### src/rtl/lathe_pkg.sv
// Shared types and constants for the lathe turning-cycle sequencer.
package lathe_pkg;

  typedef enum logic [2:0] {
    ST_IDLE   = 3'd0,
    ST_MANUAL = 3'd1,
    ST_SPINUP = 3'd2,
    ST_FEED   = 3'd3,
    ST_COAST  = 3'd4,
    ST_FAULT  = 3'd5
  } lathe_state_e;

  localparam logic [1:0] FLT_NONE  = 2'd0;
  localparam logic [1:0] FLT_ESTOP = 2'd1;
  localparam logic [1:0] FLT_GUARD = 2'd2;
  localparam logic [1:0] FLT_TMO   = 2'd3;

  // Width that holds the largest of the three phase durations.
  function automatic int cnt_width(int a, int b, int c);
    int m;
    m = (a > b) ? a : b;
    m = (m > c) ? m : c;
    return $clog2(m + 1);
  endfunction

endpackage

### src/rtl/lathe_cyc_timer.sv
// Shared phase timer: clears on state entry, counts while run is high.
module lathe_cyc_timer #(
  parameter int CNT_W = 8
) (
  input  logic             clk,
  input  logic             rst,
  input  logic             ena,
  input  logic             clr,
  input  logic             run,
  output logic [CNT_W-1:0] count
);

  logic [CNT_W-1:0] cnt_q;
  logic [CNT_W-1:0] cnt_d;

  always_comb begin
    cnt_d = cnt_q;
    if (clr)
      cnt_d = '0;
    else if (run)
      cnt_d = cnt_q + CNT_W'(1);
  end

  always_ff @(posedge clk or posedge rst) begin
    if (rst)
      cnt_q <= '0;
    else if (ena)
      cnt_q <= cnt_d;
  end

  assign count = cnt_q;

endmodule

### src/rtl/lathe_cycle_seq.sv
// Lathe auto/manual cycle sequencer with latched safety faults.
// Coolant control is built only when LATHE_COOLANT_EN is defined.
module lathe_cycle_seq
  import lathe_pkg::*;
#(
  parameter int SPINUP_CYC   = 150_000_000,
  parameter int FEED_TMO_CYC = 1_500_000_000,
  parameter int COAST_CYC    = 100_000_000,
  parameter int CNT_W        =
    cnt_width(SPINUP_CYC, FEED_TMO_CYC, COAST_CYC)
) (
  input  logic       clk,
  input  logic       rst,
  input  logic       ena,
  input  logic       start,
  input  logic       stop,
  input  logic       auto_mode,
  input  logic       man_mode,
  input  logic       estop_n,
  input  logic       guard_closed,
  input  logic       feed_limit,
  input  logic       fault_clr,
  output logic       spindle_en,
  output logic       feed_en,
  output logic       coolant_en,
  output logic       busy,
  output logic       fault,
  output logic [1:0] fault_code,
  output logic [2:0] state_o
);

  localparam logic [CNT_W-1:0] SPIN_LAST =
    CNT_W'(SPINUP_CYC - 1);
  localparam logic [CNT_W-1:0] FEED_LAST =
    CNT_W'(FEED_TMO_CYC - 1);
  localparam logic [CNT_W-1:0] COAST_LAST =
    CNT_W'(COAST_CYC - 1);

  lathe_state_e     state_q, state_d;
  logic [1:0]       code_q, code_d;
  logic             start_q;
  logic [CNT_W-1:0] tmr;
  logic             tmr_clr, tmr_run;

  logic start_rise, ok_auto, ok_man, guarded;

  assign start_rise = start & ~start_q;
  assign ok_auto    = auto_mode & ~man_mode;
  assign ok_man     = man_mode & ~auto_mode;
  assign guarded    = (state_q == ST_MANUAL) |
                      (state_q == ST_SPINUP) |
                      (state_q == ST_FEED);

  always_comb begin
    state_d = state_q;
    code_d  = code_q;
    if (state_q != ST_FAULT && !estop_n) begin
      state_d = ST_FAULT;
      code_d  = FLT_ESTOP;
    end else if (guarded && !guard_closed) begin
      state_d = ST_FAULT;
      code_d  = FLT_GUARD;
    end else begin
      unique case (state_q)
        ST_IDLE: begin
          if (ok_auto && start_rise &&
              guard_closed && !stop)
            state_d = ST_SPINUP;
          else if (ok_man && start &&
                   guard_closed && !stop)
            state_d = ST_MANUAL;
        end
        ST_MANUAL: begin
          if (!start || !ok_man || stop)
            state_d = ST_IDLE;
        end
        ST_SPINUP: begin
          if (stop || !ok_auto)
            state_d = ST_COAST;
          else if (tmr == SPIN_LAST)
            state_d = ST_FEED;
        end
        ST_FEED: begin
          // limit switch beats a simultaneous timeout
          if (stop || feed_limit || !ok_auto) begin
            state_d = ST_COAST;
          end else if (tmr == FEED_LAST) begin
            state_d = ST_FAULT;
            code_d  = FLT_TMO;
          end
        end
        ST_COAST: begin
          if (tmr == COAST_LAST)
            state_d = ST_IDLE;
        end
        ST_FAULT: begin
          if (fault_clr && estop_n && guard_closed) begin
            state_d = ST_IDLE;
            code_d  = FLT_NONE;
          end
        end
        default: begin
          state_d = ST_IDLE;
          code_d  = FLT_NONE;
        end
      endcase
    end
  end

  assign tmr_clr = (state_d != state_q);
  assign tmr_run = (state_q == ST_SPINUP) |
                   (state_q == ST_FEED) |
                   (state_q == ST_COAST);

  lathe_cyc_timer #(
    .CNT_W (CNT_W)
  ) u_timer (
    .clk   (clk),
    .rst   (rst),
    .ena   (ena),
    .clr   (tmr_clr),
    .run   (tmr_run),
    .count (tmr)
  );

  // start_q resets high so a held start cannot launch a cycle
  always_ff @(posedge clk or posedge rst) begin
    if (rst) begin
      state_q <= ST_IDLE;
      code_q  <= FLT_NONE;
      start_q <= 1'b1;
    end else if (ena) begin
      state_q <= state_d;
      code_q  <= code_d;
      start_q <= start;
    end
  end

  always_comb begin
    spindle_en = guarded;
    feed_en    = (state_q == ST_FEED);
    busy       = (state_q != ST_IDLE) &&
                 (state_q != ST_FAULT);
    fault      = (state_q == ST_FAULT);
    fault_code = code_q;
    state_o    = state_q;
  end

`ifdef LATHE_COOLANT_EN
  localparam logic [CNT_W-1:0] COOL_LIM =
    CNT_W'(COAST_CYC / 4);
  assign coolant_en = (state_q == ST_FEED) ||
                      ((state_q == ST_COAST) &&
                       (tmr < COOL_LIM));
`else
  assign coolant_en = 1'b0;
`endif

endmodule

### config.mk
export PLATFORM = sky130hd
export DESIGN_NAME = lathe_cycle_seq
export DESIGN_NICKNAME = d
export VERILOG_FILES = /design/src/rtl/lathe_pkg.sv /design/src/rtl/lathe_cyc_timer.sv /design/src/rtl/lathe_cycle_seq.sv
export SDC_FILE = /design/constraint.sdc
export NUM_CORES = 1
export LEC_CHECK = 0
export ABC_AREA = 1
export BUFFER_PORTS_ARGS = -buffer_cell sky130_fd_sc_hd__buf_2
export CAP_MARGIN = 20
export CORE_MARGIN = 2
export CORE_UTILIZATION = 40
export CTS_CLUSTER_SIZE = 10
export DETAILED_ROUTE_END_ITERATION = 6
export MAX_ROUTING_LAYER = met4
export PLACE_DENSITY = 0.62
export SLEW_MARGIN = 40
export SYNTH_ARGS = -nofsm -noshare
export SYNTH_HDL_FRONTEND = slang
export SYNTH_HIERARCHICAL = 1
export SYNTH_SLANG_ARGS = --single-unit
export TNS_END_PERCENT = 50
### constraint.sdc
create_clock -name clk -period 4.6 [get_ports clk]
set_clock_uncertainty 0.05 [all_clocks]
set_input_delay 0.92 -clock clk [delete_from_list [all_inputs] [get_ports clk]]
set_output_delay 0.92 -clock clk [all_outputs]
set_load 0.01 [all_outputs]
-- Word level (Yosys, flattened, before mapping)
Cells that the tools add are included.
W data, S select, Z words.
- add/sub/neg operators: 1
- $mul: 0
- divide/modulo/power cells: 0
- $lt $le $gt $ge: 0
- equal/unequal tests: 14
- shift operators: 0
- mux-type cells: 20
- bitwise logic cells: 10
- reductions and logical operators: 28
- operators with widths (kind ; number):
    $mux W31 ; 2
    $mux W3 ; 11
    $add A31 B1 Y31 const B ; 1
    $eq A31 B27 Y1 const B ; 1
    $eq A31 B28 Y1 const B ; 1
    $eq A31 B31 Y1 const B ; 1
    $pmux W3 S6 ; 1
    $logic_and A1 B1 Y1 ; 11
    $mux W2 ; 5
    $ne A4 B1 Y1 const B ; 2
    $eq A3 B2 Y1 const B ; 2
    $eq A3 B3 Y1 const B ; 2
    $logic_not A1 Y1 ; 6
    $pmux W2 S3 ; 1
    $logic_or A1 B1 Y1 ; 5
    $reduce_and A5 Y1 ; 1
    $ne A4 B4 Y1 const B ; 1
    $or A1 B1 Y1 ; 4
    $reduce_or A4 Y1 ; 1
    $and A1 B1 Y1 ; 3
    $eq A3 B1 Y1 const B ; 1
    $logic_not A3 Y1 ; 1
    $ne A3 B1 Y1 const B ; 1
    $ne A3 B3 Y1 ; 1
    5 further kinds ; 7
- bits in registers: 37
- bits in latches: 0
- memory bits (writable): 0
- memory bits (read-only): 0
- bits of input ports: 11
- output and inout bits: 10
- logic and storage cells: 77
- memories kept: 0

-- Logic depth before layout (Yosys ltp)
- depth in word-level cells: 13
- mapped depth: 20
- mapped depth without buffers: 20

-- By module
Netlist, hierarchy kept.
- by module, submodules not included (module ; instances ; cells an instance ; area each (um^2) ; seq. area each (um^2)):
    lathe_cyc_timer ; 1 ; 268 ; 1830.5 ; 775.7
    lathe_cycle_seq ; 1 ; 205 ; 989.7 ; 151.4

-- Worst setup path after synthesis
Ideal clock, no wire load.
- path type: in2reg
- start point: in stop
- end point: reg u_timer.cnt_q[4], in the netlist u_timer/count[4]
- library setup time: 0.077 ns
- arrival: 2.586 ns
- required time: 4.473 ns
- setup slack: 1.887 ns
- cell stages on the path: 15
- buffers on the path: 0
- cell sequence: nor2_1 > nand2_1 > nor2_1 > nand2_1 > nor2_1 > inv_1 > nand4_1 > nand2_1 > nand2_1 > nand3_1 > o21ai_0 > nor2_1 > inv_1 > o21ai_0 > a21oi_1
- word-level cells in the longest chain between the ends: 10
- elaborated cells on any way between the ends: 19
- those cells by class: eq/ne (1); mux (9); reduce/logical (9)
- RTL lines (item ; RTL line ; text):
    from (decl) ; lathe_cycle_seq.sv:16 ; input logic stop,
    $logic_not A1 Y1 ; lathe_cycle_seq.sv:67, lathe_cycle_seq.sv:70 ;
    $logic_and A1 B1 Y1 ; lathe_cycle_seq.sv:70 ; guard_closed && !stop)
    $mux W3 ; lathe_cycle_seq.sv:69 ; else if (ok_man && start &&
    $mux W3 ; lathe_cycle_seq.sv:66 ; if (ok_auto && start_rise &&
    $pmux W3 S6 (*) ; lathe_cycle_seq.sv:64 ; unique case (state_q)
    $mux W3 (*) ; lathe_cycle_seq.sv:60 ; end else if (guarded && !guard_closed) begin
    $mux W3 (*) ; lathe_cycle_seq.sv:57 ; if (state_q != ST_FAULT && !estop_n) begin
    $ne A3 B3 Y1 (*) ; lathe_cycle_seq.sv:110 ; assign tmr_clr = (state_d != state_q);
    net tmr_clr ; lathe_cycle_seq.sv:43 ; logic tmr_clr, tmr_run;
    $reduce_bool A2 Y1 (no line) ; - ;
    $reduce_and A2 Y1 (no line) ; - ;
    to (signal assigned) ; lathe_cyc_timer.sv:28 ; cnt_q <= cnt_d;
    to (decl) ; lathe_cyc_timer.sv:13 ; logic [CNT_W-1:0] cnt_q;
Mark *: on every way through the listed nets, which the timed path passes. The rest lies on a longest branch.
A chain may end at the register's enable or synchronous reset.

-- Worst setup path after layout
- start point: in stop
- end point: reg u_timer.cnt_q[8], in the netlist u_timer/count[8]
Same word-level chain as after synthesis.

==> results_dict.tcl <==
set metrics [dict create \
    power_leakage_nw 1.404 \
    vias 2899 \
    period_needed_ns 3.014 \
    row_count 30 \
    dp.cells 583 \
    startpoint_type "input port" \
    grt_pass1_wl_um 12190 \
    post-route-period-util 0.6553 \
    layout.nets 507 \
    use_met1 0.2593 \
    final.setup.tns_ns 0 \
    dieWidth_um 87.97 \
    rsz0062_at_grt "no" \
    power_density_nw_per_um2 248.5 \
    grtUsageMet2 0.3326 \
    hold_violations 0 \
    maxCapViolCount 0 \
    syn_area_sq_um 2820 \
    crit_fanout 28 \
    firstDrtPassIters 4 \
    setup_violations 0 \
    drc 0 \
    post_route_cells_drive_above_1_share 0.09293 \
    fmax_mhz 331.7 \
    path_clk_slew_ns 0.08 \
    worst_pin_slew_ns 0.5216 \
    slew_violations 0 \
    ys_ff_latch 37 \
    syn_nets 486 \
    h-tree-depth 2 \
    crit_path_end_kind "flop" \
    grt_usage 0.2085 \
    fp.dieH_um 87.97 \
    vdd_drop_max_mv 0.1214 \
    portBuffers 19 \
    hpwl_um 5355 \
    clkLatencyLatePin_ns 0.29 \
    status "finished clean" \
    core_sq_um 6794 \
    insertedDiodeCount 0 \
    gr-usage-met3 0.03582 \
    antenna_found_initial 0 \
    ys.warnings.count 6 \
    cts_root_buffer "clkbuf_8" \
    initial_utilization 0.4151 \
    path_class "input port to flop" \
    ctsHoldBuffers 0 \
    viasPerCell 4.905 \
    ios 21 \
    wl_per_cell_um 11.75 \
    overflow 0 \
    relSlewSlack 0.6499 \
    min_path_type "flop to flop" \
    arrival_ns 3.15 \
    grt_pass1_vias 2732 \
    drtIter0Drc 147 \
    wl_um 6946 \
    yosysUniqueCellTypes 28 \
    syn2layout_area_growth_pct 9.982 \
    cts_max_path_buffers 2 \
    grt_start_max_net_pins 32 \
    synth_area_per_cell_sq_um 5.962 \
    stdcell_count 591 \
    cts_tree "done" \
    whs_ns 0.4236 \
    clock_sink_count 37 \
    top_usage_layer "met2" \
    drt.antenna.violating_nets 0 \
    gp_congestion 0.9532 \
    yosysSeqAreaShare 0.3287 \
    post_cts_buffers 0 \
    cts_made_buffers 5 \
    dieArea_sq_um 7738 \
    syn_inst 473 \
    cts_resized 0 \
    required_ns 4.74 \
]
## cells in the mapped netlist
library cell	number	area (sq um)
o21ai_2	1	8.760
nor2_4	4	45.04
inv_2	3	11.26
a21oi_1	22	110.1
nor2_1	108	405.4
nand4_1	13	81.33
nor2_2	3	18.77
dfstp_2	1	26.28
dfrtp_1	36	900.9
a21boi_0	1	7.510
o21a_1	1	7.510
conb_1	1	3.750
nand2_2	4	25.02
nor3b_1	1	7.510
ha_1	2	25.02
nand2_1	141	529.3
buf_4	3	22.52
mux2_2	1	11.26
buf_2	1	5.000
inv_1	63	236.5
buf_6	1	11.26
clkbuf_1	1	3.750
nand3_1	35	175.2
o21ai_0	17	85.08
a31oi_1	4	25.02
a21oi_2	1	8.760
nor3_1	2	10.01
and2_1	2	12.51
## sequential cells by signal (all words and copies together) (netlist names)
register / flops
fault_code: 2
u_timer/count: 31
state_o: 3
start_q: 1
## layer usage
layer  vias up  wire [um]
met5         -          0
met4         0        182
met3        14        288
met2        65       3167
met1      1301       3308
li1       1519          -
## worst max-delay path, stage by stage
cell	delay, ns
buf_2	0.11
nor2_1	0.09
nand2_1	0.08
nor2_1	0.14
nand2_1	0.09
nor2_1	0.13
nand2_1	0.07
nand3_1	0.08
nand2_1	0.07
nand2_1	0.06
nand2_1	0.04
nand3_1	0.13
nor2_1	0.10
nor2_4	0.27
nand2_2	0.38
inv_1	0.20
a21oi_1	0.06
o21a_1	0.10
## power breakdown
part | total (mW) | internal [mW] | switching, mW
clock | 0.254 | 0.135 | 0.118
combinational | 0.162 | 0.0512 | 0.110
sequential | 0.356 | 0.338 | 0.0176
total | 0.771 | 0.525 | 0.246
## final cells by class
cell class | instances | area [sq um]
Sequential cell | 37 | 927.1
Clock buffer | 7 | 96.34
Fill cell | 732 | 3692
Multi-Input combinational cell | 364 | 1603
Clock inverter | 1 | 5.005
Tap cell | 96 | 120.1
Inverter | 66 | 247.7
Timing Repair Buffer | 20 | 102.6
## layout by cell type, fill, tap and decap left out, types with 2 or more instances in the layout
master and n:
nand4_1 13, inv_1 63, o21ai_0 16, nor2_4 4
clkbuf_8 7, and2_1 2, inv_2 3, a31oi_1 4
nand2_2 4, dfrtp_1 36, nor2_2 3, buf_2 19
nor3_1 2, nand2_1 141, nand3_1 35, nor2_1 108
a21oi_1 22, ha_1 2
## logic make-up after synthesis
kind of cell,Yosys count,synth area share
buffers and inverters,72,0.1029
muxes,1,0.003993
DFF,37,0.3287
AOI/OAI and AO/OA,47,0.08962
adders and majority gates,2,0.008872
and+or+nand+nor,313,0.4645
other,1,0.001330
## worst paths after layout
| path | startpoint | end | slack (ns) | depth (start not counted) |
|---|---|---|---|---|
| setup / recovery | stop | u_timer/count[8] | 1.59 | 18 |
| hold / removal | fault_code[1] | fault_code[1] | 0.42 | 2 |
| setup reg to reg | state_o[2] | u_timer/count[8] | 1.76 | 16 |
| hold reg to reg | fault_code[1] | fault_code[1] | 0.42 | 2 |
| max in group asynchronous | rst | u_timer/count[5] | 3.54 | 3 |
| min in group asynchronous | rst | fault_code[1] | 0.48 | 2 |
## per-stage QoR
stage / area, sq um / util / worst slack (ns) / power (mW)
after detailed placement: 3000 / 0.4416 / 1.185 / 0.5247
after global placement: 3000 / 0.4416 / 1.246 / 0.5238
after global routing: 3102 / 0.4565 / 1.235 / 0.8311
final: 3102 / 0.4565 / 1.586 / 0.7707
after CTS: 3102 / 0.4565 / 1.480 / 0.7850
after floorplan: 2820 / - / 1.887 / 0.4824
No activity file was read; power rests on OpenSTA's default activity.
